==> src/rtl/iwrite_back_ext.sv <==
// ---------------------------------------------------------------------------
// iwrite_back_ext
//
// Write-back stage of the pipelined ARM-style core. Registers the memory-stage
// results for one cycle, then picks the register-file write value from the
// ALU result, the load data (lane-selected and sign/zero-extended) or the
// link address (pc + PC_STEP). Adds valid/stall/flush control and a counter of
// retired instructions.
//
// Parameters
//   WIDTH       datapath width, multiple of 8, >= 32
//   REG_ADDR_W  register index width
//   PC_STEP     link-address increment
//   CNT_W       retired-counter width
//
// Ports
//   iw_clk, iw_rst_n    clock, synchronous active-low reset
//   valid_in            instruction presented by the memory stage
//   stall               hold stage contents
//   flush               squash stage contents (wins over stall)
//   read_data           raw data-memory word
//   alu_result          ALU result; low bits double as load byte offset
//   pc_in               PC of incoming instruction
//   write_register_in   destination register
//   reg_write_in        instruction writes the register file
//   wb_sel              00 ALU, 01 load, 10 link, 11 ALU
//   mem_size            00 byte, 01 halfword, 1x word
//   mem_signed          sign-extend sub-word loads
//   valid_out           stage holds a live instruction
//   pc_out              registered PC
//   write_register_out  registered destination
//   reg_write_out       registered reg_write gated by valid
//   write_data          selected, extended write-back value
//   retired_count       retired instructions, wraps at 2^CNT_W
// ---------------------------------------------------------------------------
module iwrite_back_ext #(
    parameter int WIDTH      = 32,
    parameter int REG_ADDR_W = 5,
    parameter int PC_STEP    = 4,
    parameter int CNT_W      = 32
) (
    input  logic                  iw_clk,
    input  logic                  iw_rst_n,
    input  logic                  valid_in,
    input  logic                  stall,
    input  logic                  flush,
    input  logic [WIDTH-1:0]      read_data,
    input  logic [WIDTH-1:0]      alu_result,
    input  logic [WIDTH-1:0]      pc_in,
    input  logic [REG_ADDR_W-1:0] write_register_in,
    input  logic                  reg_write_in,
    input  logic [1:0]            wb_sel,
    input  logic [1:0]            mem_size,
    input  logic                  mem_signed,
    output logic                  valid_out,
    output logic [WIDTH-1:0]      pc_out,
    output logic [REG_ADDR_W-1:0] write_register_out,
    output logic                  reg_write_out,
    output logic [WIDTH-1:0]      write_data,
    output logic [CNT_W-1:0]      retired_count
);

    // Number of address bits needed to pick a byte lane within one word.
    localparam int OFF_W = $clog2(WIDTH / 8);

    typedef enum logic [1:0] {
        WB_ALU  = 2'b00,
        WB_LOAD = 2'b01,
        WB_LINK = 2'b10,
        WB_ALT  = 2'b11
    } wb_sel_e;

    typedef enum logic [1:0] {
        SZ_BYTE = 2'b00,
        SZ_HALF = 2'b01,
        SZ_WORD = 2'b10,
        SZ_WALT = 2'b11
    } mem_size_e;

    typedef struct packed {
        logic                  valid;
        logic [WIDTH-1:0]      pc;
        logic [REG_ADDR_W-1:0] write_register;
        logic                  reg_write;
        logic [WIDTH-1:0]      read_data;
        logic [WIDTH-1:0]      alu_result;
        wb_sel_e               wb_sel;
        mem_size_e             mem_size;
        logic                  mem_signed;
    } stage_t;

    stage_t           stage_r;
    logic [CNT_W-1:0] count_r;
    logic             retire;

    // An instruction retires on the edge it leaves the stage alive.
    assign retire = stage_r.valid & ~stall & ~flush;

    // NOTE: sequential state is updated with non-blocking assignments so every
    // register samples the pre-edge values regardless of statement order.
    always_ff @(posedge iw_clk) begin
        if (!iw_rst_n) begin
            stage_r <= '0;
        end else if (flush) begin
            // Only valid is cleared; stale fields are masked by valid.
            stage_r.valid <= 1'b0;
        end else if (!stall) begin
            stage_r.valid          <= valid_in;
            stage_r.pc             <= pc_in;
            stage_r.write_register <= write_register_in;
            stage_r.reg_write      <= reg_write_in;
            stage_r.read_data      <= read_data;
            stage_r.alu_result     <= alu_result;
            stage_r.wb_sel         <= wb_sel_e'(wb_sel);
            stage_r.mem_size       <= mem_size_e'(mem_size);
            stage_r.mem_signed     <= mem_signed;
        end
    end

    always_ff @(posedge iw_clk) begin
        if (!iw_rst_n) begin
            count_r <= '0;
        end else if (retire) begin
            count_r <= count_r + CNT_W'(1);
        end
    end

    // Load alignment: shift the addressed lane down to bit 0. Halfwords
    // ignore offset bit 0, which aligns misaligned accesses down.
    logic [OFF_W-1:0] byte_off;
    logic [OFF_W-1:0] half_off;
    logic [WIDTH-1:0] byte_shifted;
    logic [WIDTH-1:0] half_shifted;
    logic [7:0]       byte_lane;
    logic [15:0]      half_lane;
    logic [WIDTH-1:0] load_value;

    always_comb begin
        // NOTE: every combinational output gets a default first so no path
        // through the case statements can infer a latch.
        load_value   = stage_r.read_data;
        byte_off     = stage_r.alu_result[OFF_W-1:0];
        half_off     = {byte_off[OFF_W-1:1], 1'b0};
        byte_shifted = stage_r.read_data >> {byte_off, 3'b000};
        half_shifted = stage_r.read_data >> {half_off, 3'b000};
        byte_lane    = byte_shifted[7:0];
        half_lane    = half_shifted[15:0];

        case (stage_r.mem_size)
            SZ_BYTE: load_value = {{(WIDTH-8){stage_r.mem_signed & byte_lane[7]}}, byte_lane};
            SZ_HALF: load_value = {{(WIDTH-16){stage_r.mem_signed & half_lane[15]}}, half_lane};
            default: load_value = stage_r.read_data;
        endcase
    end

    always_comb begin
        write_data = stage_r.alu_result;
        case (stage_r.wb_sel)
            WB_LOAD: write_data = load_value;
            WB_LINK: write_data = stage_r.pc + WIDTH'(PC_STEP);
            default: write_data = stage_r.alu_result;
        endcase
    end

    assign valid_out          = stage_r.valid;
    assign pc_out             = stage_r.pc;
    assign write_register_out = stage_r.write_register;
    assign reg_write_out      = stage_r.reg_write & stage_r.valid;
    assign retired_count      = count_r;

endmodule
==> config.mk <==
export PLATFORM = sky130hd
export DESIGN_NAME = iwrite_back_ext
export DESIGN_NICKNAME = d
export VERILOG_FILES = /design/src/rtl/iwrite_back_ext.sv
export SDC_FILE = /design/constraint.sdc
export NUM_CORES = 1
export LEC_CHECK = 0
export ABC_AREA = 1
export BUFFER_PORTS_ARGS = -buffer_cell sky130_fd_sc_hd__buf_2
export CORE_AREA = 2 2 127 117
export DETAILED_ROUTE_END_ITERATION = 10
export DIE_AREA = 0 0 129 119
export PLACE_DENSITY = 0.85
export SYNTH_ARGS = -nofsm -noshare
export SYNTH_HDL_FRONTEND = slang
export SYNTH_SLANG_ARGS = --single-unit
==> constraint.sdc <==
create_clock -name iw_clk -period 2.1 [get_ports iw_clk]
set_input_delay 0 -clock iw_clk [delete_from_list [all_inputs] [get_ports iw_clk]]
set_output_delay 0 -clock iw_clk [all_outputs]
set_load 0.01 [all_outputs]
# Word level (Yosys, flattened, before mapping)
# Index checks and enable logic that the tools add are counted.
dict set report op_classes {
  add_sub_neg 2
  eq_ne 3
  shifts 2
  mux 2
  n_bitwise 8
  reduce_logical 3
}
# cell count
set op_table {}
lappend op_table {{32-bit one-hot mux with 2 select lines} 2}
lappend op_table {{32-bit by 1-bit adder with 32-bit output, second input constant} 1}
lappend op_table {{32-bit by 3-bit adder with 32-bit output, second input constant} 1}
lappend op_table {{32-bit by 5-bit right shift with 16-bit output} 1}
lappend op_table {{32-bit by 5-bit right shift with 8-bit output} 1}
lappend op_table {{1-bit AND} 5}
lappend op_table {{2-bit by 1-bit equality test with 1-bit output, second input constant} 2}
lappend op_table {{1-bit inverter} 3}
lappend op_table {{2-bit equality test, second input constant} 1}
lappend op_table {{2-bit logical NOT} 1}
lappend op_table {{2-bit AND reduction} 1}
lappend op_table {{2-bit OR reduction} 1}
dict set report word_totals {
  register_bits 140
  input_bits 112
  out_inout_bits 103
  wordCells 30
}

# Depth between registers and ports, before layout
dict set report depth {
  word_depth 4
  ltp_mapped 13
  ltp_nobuf 11
}

# Worst setup path after synthesis
# No wires, ideal clock.
dict set report synth_path {
  kind {reg2reg}
  startpoint {register count_r[0] (netlist: retired_count[0])}
  endpoint {register count_r[14] (netlist: retired_count[14])}
  setup_ns 0.119
  t_arrival_ns 1.406
  required_ns 1.981
  path_slack_ns 0.575
  stages_incl_launch_ff 9
  n_path_buf 0
  period_less_slack_ns 1.525
  cell_sequence {dfxtp_1 ha_1 nand3_1 nor2_4 nand4_1 inv_1 nand2_1 o21ai_0 a21oi_1}
}
dict set report synth_between {
  elab_chain_cells 1
}
# item line_no
set synth_lines {}
lappend synth_lines {{from (decl)} 93} ;# logic [CNT_W-1:0] count_r;
lappend synth_lines {{from (signal assigned)} 124} ;# count_r <= count_r + CNT_W'(1);
lappend synth_lines {{32-bit by 1-bit adder with 32-bit output} 124}
# No other way between the ends.
# A chain may end at the register's enable or synchronous reset.

# Final worst setup path
dict set report layout_path {
  startpoint {register stage_r, in the netlist pc_out[3]}
  endpoint {output write_data[16]}
}
dict set report layout_between {
  elab_chain_cells 2
}
# item line_no
set layout_lines {}
lappend layout_lines {{from (decl)} 92} ;# stage_t stage_r;
lappend layout_lines {{32-bit by 3-bit adder with 32-bit output} 160} ;# WB_LINK: write_data = stage_r.pc + WIDTH'(PC_STEP);
lappend layout_lines {{32-bit one-hot mux with 2 select lines} 158} ;# case (stage_r.wb_sel)
lappend layout_lines {{to (decl)} 59} ;# output logic [WIDTH-1:0] write_data,
# No other way between the ends.

==> impl_metrics.json <==
{
  "status": "finished clean",
  "root_buffer": "clkbuf_16",
  "seqPwrFrac_pct": 40.6,
  "synth_fa_ha_area_share_pct": 0.635,
  "drt_pass1_iterations": 6,
  "fp.dieH_um": 119,
  "ant_nets": 0,
  "start_util_pct": 55.4,
  "path_max_fanout": 8,
  "cap_violations": 0,
  "place_inst": 1602,
  "power_frac_comb_pct": 18.3,
  "min_path_cells": 5,
  "synth_top_area_cell": "dfxtp_1",
  "numCtsBuffers": 17,
  "drv_slew": 0,
  "via_per_inst": 5.52,
  "clk_pin_slew_worst_paths_ns": 0.06,
  "dp_hpwl_um": 19000,
  "post_drt_wl_per_cell_um": 17.0,
  "synth_seq_cells": 140,
  "core_um2": 14200,
  "worstPathArrival_ns": 2.10,
  "synth_top_area_share_pct": 35.5,
  "final_cells": 1779,
  "grt_overflow": 0,
  "synth_compound_area_share_pct": 16.3,
  "seq_area_frac_synth_pct": 35.5,
  "dr.first_iter.drc_count": 1345,
  "whs_ns": 0.152,
  "worst_pin_slew_ns": 0.651,
  "startpoint_type": "flop",
  "period_needed_ns": 2.10,
  "worstSetupEndpointType": "primary output",
  "rsz0062_at_grt": "yes",
  "muxShareOfSynthArea_pct": 0.127,
  "min_to": "retired_count[0]",
  "netlist_area_um2": 7890,
  "grt_pass1_wl_um": 46600,
  "syn_nets": 1380,
  "synth_xor_xnor_area_share_pct": 0.333,
  "hold_viol": 0,
  "reg2reg_to": "retired_count[21]",
  "setup_viol": 0,
  "cts_tree": "built",
  "totalNegativeSetupSlack_ns": 0,
  "dieWidth_um": 129,
  "dpl-instance-area_um2": 8890,
  "antenna_found_initial": 3,
  "clock-sinks": 140,
  "synth.distinct_cells": 40,
  "htree_num_levels": 4,
  "grt_pass1_vias": 9166,
  "vias": 9824,
  "max_freq_mhz": 477,
  "rows": 42,
  "ir_drop_v": 0.000611,
  "crit_type": "flop to primary output",
  "die_area_um2": 15400,
  "yosys_warnings": 0,
  "worst-r2r-cell-count": 8,
  "cellLeakagePower_nw": 4.98,
  "r2r_setup_slack_ns": 0.24,
  "synth_top_family_by_area": "simple AND/OR/NAND/NOR gates",
  "finalNetCount": 1680,
  "port_buffers": 214,
  "synth-edff-count": 0,
  "fin_area_um2": 11100,
  "synthCells": 1264,
  "power_density_nw_per_um2": 650,
  "clockPowerShare_pct": 41.1,
  "boundaryPins": 215,
  "drcViolationCount": 0,
  "intPower_mw": 5.12,
  "clock_path_buffers": 2,
  "switching_share_pct": 29.2,
  "async_flop_share_pct": 0,
  "syn_area_per_cell_um2": 6.24,
  "worstSkewPairLatency_ns": 0.44,
  "track_usage_pct": 38.7,
  "grt_max_degree": 99,
  "drt-total-wl_um": 30200,
  "fin_skew_ns": 0.00994,
  "min_from": "stall",
  "synthTopCellsByArea": "dfxtp_1 36%, nand2_1 14%, nor2_1 13%",
  "drive_above_1_share_pct": 24.2,
  "slew_headroom_pct": 56.6,
  "min_period_over_period_pct": 99.9,
  "synth_ff_type": "dfxtp_1",
  "area_growth_pct": 41.0,
  "cp.required_ns": 2.10,
  "p_sw_mw": 2.11,
  "gp_congestion": 0.961,
  "hp-class": "input port to flop",
  "r2r_start": "retired_count[0]",
  "synth_simple_gate_area_share_pct": 36.3
}
==> cells in the mapped netlist (all sizes together), types with 4 or more instances <==
master	n
o221ai	5
nand4	7
clkbuf	41
o21ai	132
inv	82
nor3	5
nor2	281
buf	54
a21oi	87
nand3b	5
or2	16
dfxtp	140
nand3	71
nand2	308
o211ai	7
ha	4
==> per-stage QoR <==
| stage | power [mW] | worst slack (ns) | util, % |
|---|---|---|---|
| floorplan | 3.59 | 0.575 | - |
| global placement | 3.96 | 0.408 | 62.4 |
| detailed placement | 3.97 | 0.378 | 62.4 |
| CTS | 7.08 | 0.00239 | 75.8 |
| global route | 7.46 | -0.0736 | 78.1 |
| finish | 7.23 | 0.00235 | 78.1 |
==> state kept, by name, summed over array words and instances, names as in the netlist <==
name                flops
retired_count          32
write_register_out      5
pc_out                 32
valid_out               1
byte_off                2
stage_r                68
==> cell type report <==
class	instances	area [µm²]
well taps	198	248
repair buffers	375	2680
flip-flops and latches	140	2850
clock buffers	21	470
clock inverters	11	109
multi-input cells	947	4430
diodes	4	10.0
inverters	83	320
fillers	1047	3120
==> worst max-delay path by stage <==
stage	start	to	slack (ns)	cells past startpoint
2_1_floorplan	retired_count[0]	retired_count[14]	0.57	8
3_3_place_gp	pc_out[8]	write_data[28]	0.41	11
3_5_place_dp	pc_out[8]	write_data[28]	0.38	11
4_1_cts	pc_out[3]	write_data[8]	0.002	10
5_1_grt	pc_out[3]	write_data[16]	-0.07	11
6_report	pc_out[3]	write_data[16]	0.002	11
==> cell families after synthesis <==
| group | after synthesis |
|---|---|
| DFF | 140 |
| xor gates and xnor gates | 3 |
| AOI/OAI and AO/OA | 244 |
| buffers and inverters | 178 |
| muxes | 1 |
| adders and majority gates | 4 |
| and+or+nand+nor | 694 |
==> cell usage in the layout (no fill, tap or decap), types with 3 or more instances in the layout <==
master | netlist | routed
inv_2 | 4 | 5
dfxtp_2 | 0 | 14
nand3_2 | 1 | 5
buf_2 | 11 | 212
o21ai_1 | 5 | 7
dfxtp_1 | 140 | 117
clkbuf_16 | 0 | 17
a21oi_2 | 0 | 5
nand4_1 | 7 | 7
inv_1 | 78 | 75
dfxtp_4 | 0 | 9
nor3_1 | 4 | 4
nand2_1 | 304 | 298
clkbuf_8 | 0 | 3
nor2_1 | 272 | 251
buf_12 | 0 | 4
inv_6 | 0 | 3
diode_2 | 0 | 4
nor2_4 | 4 | 8
nand3_1 | 69 | 65
buf_6 | 3 | 5
o221ai_1 | 5 | 4
o211ai_1 | 7 | 7
nand3b_1 | 5 | 5
buf_4 | 37 | 24
o21ai_0 | 127 | 125
nand2_4 | 2 | 3
nor2_2 | 5 | 22
or2_2 | 16 | 16
nand2_2 | 2 | 7
o21bai_1 | 3 | 3
dlygate4sd3_1 | 0 | 130
a21oi_1 | 87 | 82
clkinvlp_4 | 0 | 5
o21a_1 | 3 | 3
==> critical path: stages, from the launching register on <==
cell and delay [ns]:
dfxtp_4 0.37, ha_4 0.13, buf_6 0.12, nand3_1 0.12, nor2_1 0.15, buf_4 0.18, a31o_4 0.15, nand3_2 0.08
nand2_1 0.09, nand2_2 0.07, nand2_1 0.09, buf_6 0.10
==> power groups by stage <==
stage	logic (mW)	registers (mW)	clock network (mW)
after floorplan	0.664	2.93	0
after global placement	0.990	2.97	0
after detailed placement	1.00	2.97	0
after CTS	1.20	2.92	2.96
after global routing	1.43	2.95	3.09
final	1.32	2.93	2.97
==> what timing repair did <==
action / in CTS / in global routing
pin swaps: 0 / 11
setup endpoints to repair: 18 / 29
resized for setup: 12 / 82
cloned: 0 / 1
endpoints found under the hold margin: 113 / 0
hold buffers: 130 / 0
buffers inserted: 0 / 10
==> routing by layer <==
metal | vias to the layer above | global-route usage [%] | share of wire (%)
met2 | 657 | 62.5 | 47
met5 | - | 0 | 0
met1 | 4405 | 49.8 | 39
li1 | 4626 | - | -
met3 | 136 | 8.45 | 9.6
met4 | 0 | 16.8 | 4.6
(Power assumes the default switching activity.)
